===== config.mk =====
export PLATFORM = sky130hd
export DESIGN_NAME = muldiv_unit_flat
export DESIGN_NICKNAME = d
export VERILOG_FILES = /design/src/rtl/muldiv_unit_if.sv /design/src/rtl/muldiv_unit.sv /design/src/flat_wrapper.sv
export SDC_FILE = /design/constraint.sdc
export NUM_CORES = 1
export LEC_CHECK = 0
export BUFFER_PORTS_ARGS = -buffer_cell sky130_fd_sc_hd__buf_4
export CAP_MARGIN = 15
export CELL_PAD_IN_SITES_DETAIL_PLACEMENT = 1
export CELL_PAD_IN_SITES_GLOBAL_PLACEMENT = 2
export CORE_MARGIN = 2
export CORE_UTILIZATION = 36
export DETAILED_ROUTE_END_ITERATION = 8
export PLACE_DENSITY_LB_ADDON = 0.1
export SYNTH_ARGS = -nofsm -noshare
export SYNTH_HDL_FRONTEND = slang
export SYNTH_SLANG_ARGS = --single-unit

===== constraint.sdc =====
create_clock -name clk -period 5.9 [get_ports clk]
set_input_delay 1.18 -clock clk [delete_from_list [all_inputs] [get_ports clk]]
set_output_delay 1.18 -clock clk [all_outputs]
set_load 0.03 [all_outputs]

===== src/rtl/muldiv_unit_if.sv =====
// Request/response bundle between the execute stage and the iterative mul/div unit.
// The stage drives the master side; the unit takes the slave side.
interface muldiv_unit_if #(
  parameter int WIDTH = 32,
  parameter int TAG_W = 5
);
  logic             start;
  logic [2:0]       op;
  logic [WIDTH-1:0] a;
  logic [WIDTH-1:0] b;
  logic [TAG_W-1:0] tag_in;
  logic             flush;
  logic             ready;
  logic             busy;
  logic             done;
  logic [WIDTH-1:0] result;
  logic [TAG_W-1:0] tag_out;

  modport master (
    output start, op, a, b, tag_in, flush,
    input  ready, busy, done, result, tag_out
  );

  modport slave (
    input  start, op, a, b, tag_in, flush,
    output ready, busy, done, result, tag_out
  );
endinterface


===== src/rtl/muldiv_unit.sv =====
// Iterative RV32M multiply/divide unit: shift-add multiply and restoring divide on
// operand magnitudes, one radix-2 step per cycle, signs applied when the result is formed.
module muldiv_unit #(
  parameter int WIDTH = 32,
  parameter int TAG_W = 5
) (
  input logic           clk,
  input logic           rst,
  muldiv_unit_if.slave  bus
);
  localparam int CW = $clog2(WIDTH) + 1;
  localparam logic [CW-1:0]    LAST    = CW'(WIDTH - 1);
  localparam logic [WIDTH-1:0] MIN_NEG = {1'b1, {(WIDTH-1){1'b0}}};

  typedef enum logic [1:0] {S_IDLE, S_RUN, S_DONE} state_t;
  state_t state, state_n;

  logic [CW-1:0]    cnt;
  logic [2:0]       op_q;
  logic             sa, sb;
  logic [WIDTH-1:0] hi, lo, dvsr;
  logic [TAG_W-1:0] tag_q;
  logic [WIDTH-1:0] result_q;
  logic [TAG_W-1:0] tag_out_q;

  // Request decode
  logic             accept, is_div, sa_in, sb_in, div_zero, ovf, special;
  logic [WIDTH-1:0] a_mag, b_mag, spec_res;

  always_comb begin
    accept   = (state == S_IDLE) && bus.start && !bus.flush;
    is_div   = bus.op[2];
    // Signed operands: DIV/REM both; MUL/MULH both; MULHSU only a; MULHU neither.
    sa_in    = bus.a[WIDTH-1] & (is_div ? !bus.op[0] : (bus.op[1:0] != 2'b11));
    sb_in    = bus.b[WIDTH-1] & (is_div ? !bus.op[0] : !bus.op[1]);
    a_mag    = sa_in ? -bus.a : bus.a;
    b_mag    = sb_in ? -bus.b : bus.b;
    div_zero = is_div && (bus.b == '0);
    ovf      = is_div && !bus.op[0] && (bus.a == MIN_NEG) && (bus.b == '1);
    special  = div_zero || ovf;
    if (div_zero)
      spec_res = bus.op[1] ? bus.a : '1;
    else
      spec_res = bus.op[1] ? '0 : bus.a;
  end

  // One iteration step plus the signed result formed from the stepped values
  logic [WIDTH:0]     mul_sum;
  logic [WIDTH:0]     shifted;
  logic [WIDTH+1:0]   diff;
  logic [WIDTH-1:0]   hi_n, lo_n, quot, rem, fin_res;
  logic [2*WIDTH-1:0] prod, prod_s;
  logic               diff_unused;

  always_comb begin
    mul_sum = {1'b0, hi} + (lo[0] ? {1'b0, dvsr} : '0);
    shifted = {hi, lo[WIDTH-1]};
    diff    = {1'b0, shifted} - {2'b00, dvsr};
    diff_unused = diff[WIDTH];
    if (op_q[2]) begin
      if (!diff[WIDTH+1]) begin
        hi_n = diff[WIDTH-1:0];
        lo_n = {lo[WIDTH-2:0], 1'b1};
      end else begin
        hi_n = shifted[WIDTH-1:0];
        lo_n = {lo[WIDTH-2:0], 1'b0};
      end
    end else begin
      hi_n = mul_sum[WIDTH:1];
      lo_n = {mul_sum[0], lo[WIDTH-1:1]};
    end
    prod   = {hi_n, lo_n};
    prod_s = (sa ^ sb) ? -prod : prod;
    quot   = (sa ^ sb) ? -lo_n : lo_n;
    rem    = sa ? -hi_n : hi_n;
    if (op_q[2])
      fin_res = op_q[1] ? rem : quot;
    else if (op_q[1:0] == 2'b00)
      fin_res = prod_s[WIDTH-1:0];
    else
      fin_res = prod_s[2*WIDTH-1:WIDTH];
  end

  always_comb begin
    state_n = state;
    case (state)
      S_IDLE: if (accept) state_n = special ? S_DONE : S_RUN;
      S_RUN:  if (cnt == LAST) state_n = S_DONE;
      S_DONE: state_n = S_IDLE;
      default: state_n = S_IDLE;
    endcase
    if (bus.flush) state_n = S_IDLE;
  end

  always_ff @(posedge clk) begin
    if (rst) state <= S_IDLE;
    else     state <= state_n;
  end

  // result/tag_out are loaded on the edge entering S_DONE so they are valid with done
  always_ff @(posedge clk) begin
    if (rst) begin
      cnt       <= '0;
      op_q      <= '0;
      sa        <= 1'b0;
      sb        <= 1'b0;
      hi        <= '0;
      lo        <= '0;
      dvsr      <= '0;
      tag_q     <= '0;
      result_q  <= '0;
      tag_out_q <= '0;
    end else if (accept) begin
      cnt   <= '0;
      op_q  <= bus.op;
      sa    <= sa_in;
      sb    <= sb_in;
      hi    <= '0;
      lo    <= a_mag;
      dvsr  <= b_mag;
      tag_q <= bus.tag_in;
      if (special) begin
        result_q  <= spec_res;
        tag_out_q <= bus.tag_in;
      end
    end else if (state == S_RUN && !bus.flush) begin
      hi  <= hi_n;
      lo  <= lo_n;
      cnt <= cnt + 1'b1;
      if (cnt == LAST) begin
        result_q  <= fin_res;
        tag_out_q <= tag_q;
      end
    end
  end

  assign bus.ready   = (state == S_IDLE);
  assign bus.busy    = (state != S_IDLE);
  assign bus.done    = (state == S_DONE);
  assign bus.result  = result_q;
  assign bus.tag_out = tag_out_q;
endmodule


===== src/flat_wrapper.sv =====
// flat-port wrapper written by rule: the top's interface ports become plain ports
module muldiv_unit_flat 
#(
  parameter int WIDTH = 32,
  parameter int TAG_W = 5
)
  (clk, rst, bus_start, bus_op, bus_a, bus_b, bus_tag_in, bus_flush, bus_ready, bus_busy, bus_done, bus_result, bus_tag_out);
  muldiv_unit_if #(.WIDTH(WIDTH), .TAG_W(TAG_W)) bus_i ();
  input logic clk;
  input logic rst;
  input wire logic [$bits(bus_i.start)-1:0] bus_start;
  input wire logic [$bits(bus_i.op)-1:0] bus_op;
  input wire logic [$bits(bus_i.a)-1:0] bus_a;
  input wire logic [$bits(bus_i.b)-1:0] bus_b;
  input wire logic [$bits(bus_i.tag_in)-1:0] bus_tag_in;
  input wire logic [$bits(bus_i.flush)-1:0] bus_flush;
  output wire logic [$bits(bus_i.ready)-1:0] bus_ready;
  output wire logic [$bits(bus_i.busy)-1:0] bus_busy;
  output wire logic [$bits(bus_i.done)-1:0] bus_done;
  output wire logic [$bits(bus_i.result)-1:0] bus_result;
  output wire logic [$bits(bus_i.tag_out)-1:0] bus_tag_out;
  assign bus_i.start = bus_start;
  assign bus_i.op = bus_op;
  assign bus_i.a = bus_a;
  assign bus_i.b = bus_b;
  assign bus_i.tag_in = bus_tag_in;
  assign bus_i.flush = bus_flush;
  assign bus_ready = bus_i.ready;
  assign bus_busy = bus_i.busy;
  assign bus_done = bus_i.done;
  assign bus_result = bus_i.result;
  assign bus_tag_out = bus_i.tag_out;
  muldiv_unit #(.WIDTH(WIDTH), .TAG_W(TAG_W)) u_core (.clk(clk), .rst(rst), .bus(bus_i));
endmodule

## After elaboration in Yosys (flattened, before gate mapping)

Index checks and enable logic that the tools add are counted.

| storage, ports and cells | value |
|---|---|
| input port bits | 76 |
| register bits after elaboration | 151 |
| memories | 0 |
| bits in latches | 0 |
| bits in read-only memories | 0 |
| output and inout bits | 40 |
| word-level logic and storage cells | 84 |
| memory bits (writable) | 0 |

| cells by class | value |
|---|---|
| reduce and logical (&&, ||, !) cells | 21 |
| $lt $le $gt $ge | 0 |
| eq/ne operators | 9 |
| multiply operators | 0 |
| div/mod/pow operators | 0 |
| add/sub/neg operators | 8 |
| muxes and demuxes | 32 |
| bitwise logic cells | 3 |
| shift operators | 0 |

Operator list:

| cell | number |
|---|---|
| two-way mux 32 bit | 20 |
| negator 32 bit | 4 |
| equality test 32 bit, second input constant | 2 |
| two-way mux 64 bit | 1 |
| negator 64 bit | 1 |
| subtractor 33 x 32 -> 34 bit | 1 |
| adder 32 x 33 -> 33 bit | 1 |
| zero test 32 bit | 1 |
| two-way mux 5 bit | 4 |
| logical AND 1 bit | 7 |
| adder 6 x 1 -> 6 bit, second input constant | 1 |
| equality test 6 x 5 -> 1 bit, second input constant | 1 |
| two-way mux 2 bit | 3 |
| nonzero test 2 bit | 3 |
| zero test 2 bit | 2 |
| != test 2 x 1 -> 1 bit, second input constant | 2 |
| != test 2 bit, second input constant | 2 |
| one-hot mux 2 bit (2 select lines) | 1 |
| OR reduction 2 bit | 2 |
| zero test 1 bit | 3 |
| two-way mux 1 bit | 3 |
| AND reduction 3 bit | 1 |
| bitwise AND 1 bit | 2 |
| equality test 2 x 1 -> 1 bit, second input constant | 1 |
| 4 further kinds | 4 |

## Longest topological paths before layout

| depth | value |
|---|---|
| depth after elaboration | 10 |
| mapped depth | 21 |
| mapped depth without buffers | 18 |

## Worst setup path after synthesis

Ideal clock, no wire load.

| path | value |
|---|---|
| kind | register -> register |
| from | reg u_core.dvsr[25] |
| to | reg u_core.result_q[30], in the netlist u_core.bus.result[30] |
| data required time | 5.788 ns |
| library setup time | 0.112 ns |
| clock period less this slack | 4.488 ns |
| data arrival time | 4.376 ns |
| buffers on the path | 3 |
| setup slack | 1.412 ns |
| cell stages (with the launch flop) | 19 |
| path through | dfxtp_1 > inv_1 > ha_1 > buf_2 > nand4_2 > or4_4 > a2111oi_4 > a221oi_2 > buf_6 > nand3_2 > mux2_2 > a2111oi_4 > nand3b_4 > or3_4 > buf_6 > o31ai_1 > xnor2_1 > nand3_1 > a2111oi_1 |

| between the ends | value |
|---|---|
| word-level cells in the longest chain between the ends | 10 |
| elaborated cells on any way between the ends | 19 |
| those cells by class | add/sub (5); mux (14) |

RTL lines:

| what | line | RTL |
|---|---|---|
| from (decl) | muldiv_unit.sv:21 | `logic [WIDTH-1:0] hi, lo, dvsr;` |
| from (signal assigned) | muldiv_unit.sv:120 | `dvsr <= b_mag;` |
| subtractor 33 x 32 -> 34 bit or two-way mux 32 bit (tied branches) | muldiv_unit.sv:58, muldiv_unit.sv:56 |  |
| two-way mux 1 bit, or another cell as far along | muldiv_unit.sv:61 | `if (!diff[WIDTH+1]) begin` |
| two-way mux 32 bit | muldiv_unit.sv:60 | `if (op_q[2]) begin` |
| negator 64 bit, or another cell as far along | muldiv_unit.sv:73 | `prod_s = (sa ^ sb) ? -prod : prod;` |
| two-way mux 64 bit, or another cell as far along | muldiv_unit.sv:73 |  |
| two-way mux 32 bit (on tied branches) | muldiv_unit.sv:78, muldiv_unit.sv:77 |  |
| two-way mux 32 bit * | muldiv_unit.sv:76 | `if (op_q[2])` |
| two-way mux 32 bit * | muldiv_unit.sv:130 | `if (cnt == LAST) begin` |
| two-way mux 32 bit * | muldiv_unit.sv:126 | `end else if (state == S_RUN && !bus.flush) begin` |
| two-way mux 32 bit * | muldiv_unit.sv:113 | `end else if (accept) begin` |
| to (signal assigned) | muldiv_unit.sv:123 | `result_q <= spec_res;` |
| to (signal assigned) | muldiv_unit.sv:131 | `result_q <= fin_res;` |
| to (decl) | muldiv_unit.sv:23 | `logic [WIDTH-1:0] result_q;` |

Every way passes the cells marked *; elsewhere a longest branch is shown, timed or not. The select of a mux whose other input is x is not followed.
A chain may end at the register's enable or synchronous reset.

## Final worst setup path

| path | value |
|---|---|
| from | reg u_core.dvsr[31] |
| to | reg u_core.result_q[29], in the netlist u_core.bus.result[29] |

| between the ends | value |
|---|---|
| word-level cells in the longest chain between the ends | 10 |
| elaborated cells on any way between the ends | 17 |
| those cells by class | add/sub (4); mux (13) |

RTL lines:

| what | line | RTL |
|---|---|---|
| subtractor 33 x 32 -> 34 bit * | muldiv_unit.sv:58 | `diff = {1'b0, shifted} - {2'b00, dvsr};` |
| two-way mux 1 bit or two-way mux 32 bit (tied branches) | muldiv_unit.sv:61 |  |
| two-way mux 32 bit | muldiv_unit.sv:60 |  |
| negator 64 bit, or another cell as far along | muldiv_unit.sv:73 |  |
| two-way mux 64 bit, or another cell as far along | muldiv_unit.sv:73 |  |
| two-way mux 32 bit (on tied branches) | muldiv_unit.sv:78, muldiv_unit.sv:77 |  |
| two-way mux 32 bit * | muldiv_unit.sv:76 |  |
| two-way mux 32 bit * | muldiv_unit.sv:130 |  |
| two-way mux 32 bit * | muldiv_unit.sv:126 |  |
| two-way mux 32 bit * | muldiv_unit.sv:113 |  |

Marks and branches as above.

==> results_dict.tcl <==
set metrics [dict create \
    io_buffers 115 \
    p_leak_nw 7.08 \
    overflow 0 \
    cts_resized 0 \
    cts_inserted_buffers 17 \
    stdcell_count 2877 \
    cts_tree "yes" \
    netlist_area_mm2 0.0158 \
    ys_ff_latch 151 \
    power_per_cell_area_mw_per_mm2 191 \
    grt_pass1_wl_um 111000 \
    peakVddDrop_v 0.000161 \
    finalWirelength_um 73900 \
    areaGrowthSynthToFinish_pct 15.3 \
    antenna_found_initial 3 \
    initial_core_util_pct 36.6 \
    synth_edf_count 0 \
    antenna_left 0 \
    wl_per_cell_um 25.7 \
    crit_path_start_kind "register" \
    worstPathRequired_ns 6.26 \
    setup_tns_ns 0 \
    syn_inst 2193 \
    maxCapViolations 0 \
    finish.utilization_pct 42.2 \
    cp_slowest_cell "or4_4" \
    dp_hpwl_um 58900 \
    holdWs_ns 0.487 \
    crit_fanout 7 \
    clock_path_buffers 2 \
    status "complete, no violations" \
    synth_cell_type_count 106 \
    vias 17700 \
    gp_congestion 0.951 \
    final_max_slew_viol_count 0 \
    use_met1_pct 45.2 \
    min_period_ns 5.48 \
    worst_slew_pin_slew_ns 1.16 \
    hold_buffers 0 \
    yosysWarnings 0 \
    cp_common_cell "or4_4" \
    synth_flop_cell "dfxtp_1" \
    grt_usage_pct 32.7 \
    clock.fmax_mhz 182 \
    postCtsSetupBuffers 0 \
    slew_headroom_pct 22.4 \
    finalHoldViolations 0 \
    drc_errors 0 \
    drtPass1Iterations 5 \
    drtIter0Drc 1516 \
    drive_above_1_share_pct 13.9 \
    rsz0062_at_grt "no" \
    met3_usage_pct 7.35 \
    layout.nets 2427 \
    avgSynthCellArea_um2 7.22 \
    cts.sinks 151 \
    setup_ws_ns 0.418 \
    crit_chain "inv_1 > ha_1 > nand4b_1 > or4_4 > a2111oi_4 > a221o_2 > nor3_1 > buf_4 > a21oi_1 > a2bb2oi_2 > nand3b_2 > or4_4 > o31ai_1 > xor2_1 > a221oi_2 > nor3_2" \
    row_count 76 \
    multi_input_area_mm2 0.0120 \
    fillers 5435 \
    slowest_delay_ns 0.69 \
    setup_viol 0 \
    place_ws_ns 0.540 \
    grt_max_degree 126 \
    vias_per_cell 6.14 \
    htree_levels 4 \
    fin_skew_ns 0.0144 \
    syn_nets 2341 \
    final_common_cell "nor2_1" \
    regArea_mm2 0.00303 \
    grt_use_met2_pct 49.7 \
    grt_pass1_vias 17600 \
    finalCritPeriodShare_pct 92.9 \
    io_pins 116 \
    core-area_mm2 0.0433 \
    clock-root-buffer "clkbuf_16" \
    final_cell_mix "nor2_1 (316), buf_4 (207), nand2_1 (202), a21oi_1 (188), dfxtp_1 (150)" \
    critical_path.endpoint_type "register" \
    die_area_mm2 0.0457 \
    die_y_um 214 \
    ys_seq_area_share_pct 19.1 \
    place_inst 2845 \
    chipWidth_um 214 \
    n_antenna_cell 0 \
    cp.arrival_ns 5.84 \
    async_flop_share_pct 0 \
    clk_pin_slew_ns 0.07 \
    grt_busiest_layer "met2" \
    clk_latency_ns 0.49 \
    path_class "register to register" \
    worstHoldPathType "register to register" \
]
==> worst paths after layout <==
kind	startpoint	to	slack (ns)	cells past startpoint
worst max-delay path	u_core.dvsr[31]	u_core.bus.result[29]	0.42	16
worst min-delay path	u_core.cnt[1]	u_core.cnt[1]	0.49	2
worst max register to register	u_core.dvsr[31]	u_core.bus.result[29]	0.42	16
worst min register to register	u_core.cnt[1]	u_core.cnt[1]	0.49	2
==> layer usage <==
metal  up-vias  wire (µm)
li1       8265          -
met1      8726      34300
met2       561      31900
met3       114       5280
met4         0       2400
met5         -          0
==> worst max-delay path, delay by kind of cell, from the launching register on <==
family | cells | cell delay, ns
DFF | 1 | 0.42
AOI/OAI and AO/OA | 6 | 2.18
buffers and inverters | 2 | 0.29
and+or+nand+nor | 6 | 1.92
xor gates and xnor gates | 1 | 0.18
adders and majority gates | 1 | 0.37
==> flip-flops by register name, indices dropped and copies added, names as in the netlist, 2 cells and up <==
signal,flops
u_core.cnt,6
u_core.bus.tag_out,5
u_core.tag_q,5
u_core.bus.result,32
u_core.state,2
u_core.hi,32
u_core.lo,32
u_core.op_q,3
u_core.dvsr,32
==> through the flow <==
stage          area (µm²)  power (mW)
2_1_floorplan       15800        1.80
3_3_place_gp        17600        2.23
3_5_place_dp        17600        2.24
4_1_cts             18200        3.50
5_1_grt             18200        3.64
6_report            18200        3.49
==> synth_stat cells (60+ instances only) <==
master    count  area share [%]
a211oi_1     64             3.0
o21ai_0      97             3.1
dfxtp_1     151              19
clkbuf_1     99             2.3
a21oi_1     188             5.9
nand2_1     202             4.8
ha_1         70             5.5
xnor2_1     100             5.5
xor2_1       60             3.3
nor2_1      318             7.5
inv_1        62             1.5
==> area by class of cell <==
type | instances | share of cell area, %
Clock buffer | 19 | 2.43
Tap cell | 585 | 4.01
Multi-Input combinational cell | 1836 | 65.9
Clock inverter | 13 | 1.06
Inverter | 64 | 1.32
Timing Repair Buffer | 209 | 8.74
Sequential cell | 151 | 16.6
==> where the power goes <==
part	internal, mW	switching (mW)	total [mW]	leakage, nW
clock network	0.724	0.522	1.25	0.309
registers	1.05	0.0442	1.10	1.23
logic	0.395	0.755	1.15	5.54
==> logic make-up after synthesis <==
logic type	share of synthesized area, %
muxes	3.87
DFF	19.1
adders and majority gates	7.30
xor gates and xnor gates	8.85
buffers and inverters	5.26
and+or+nand+nor	25.1
AOI/OAI and AO/OA	30.5
Note: power is estimated with default switching activity, not from simulation.
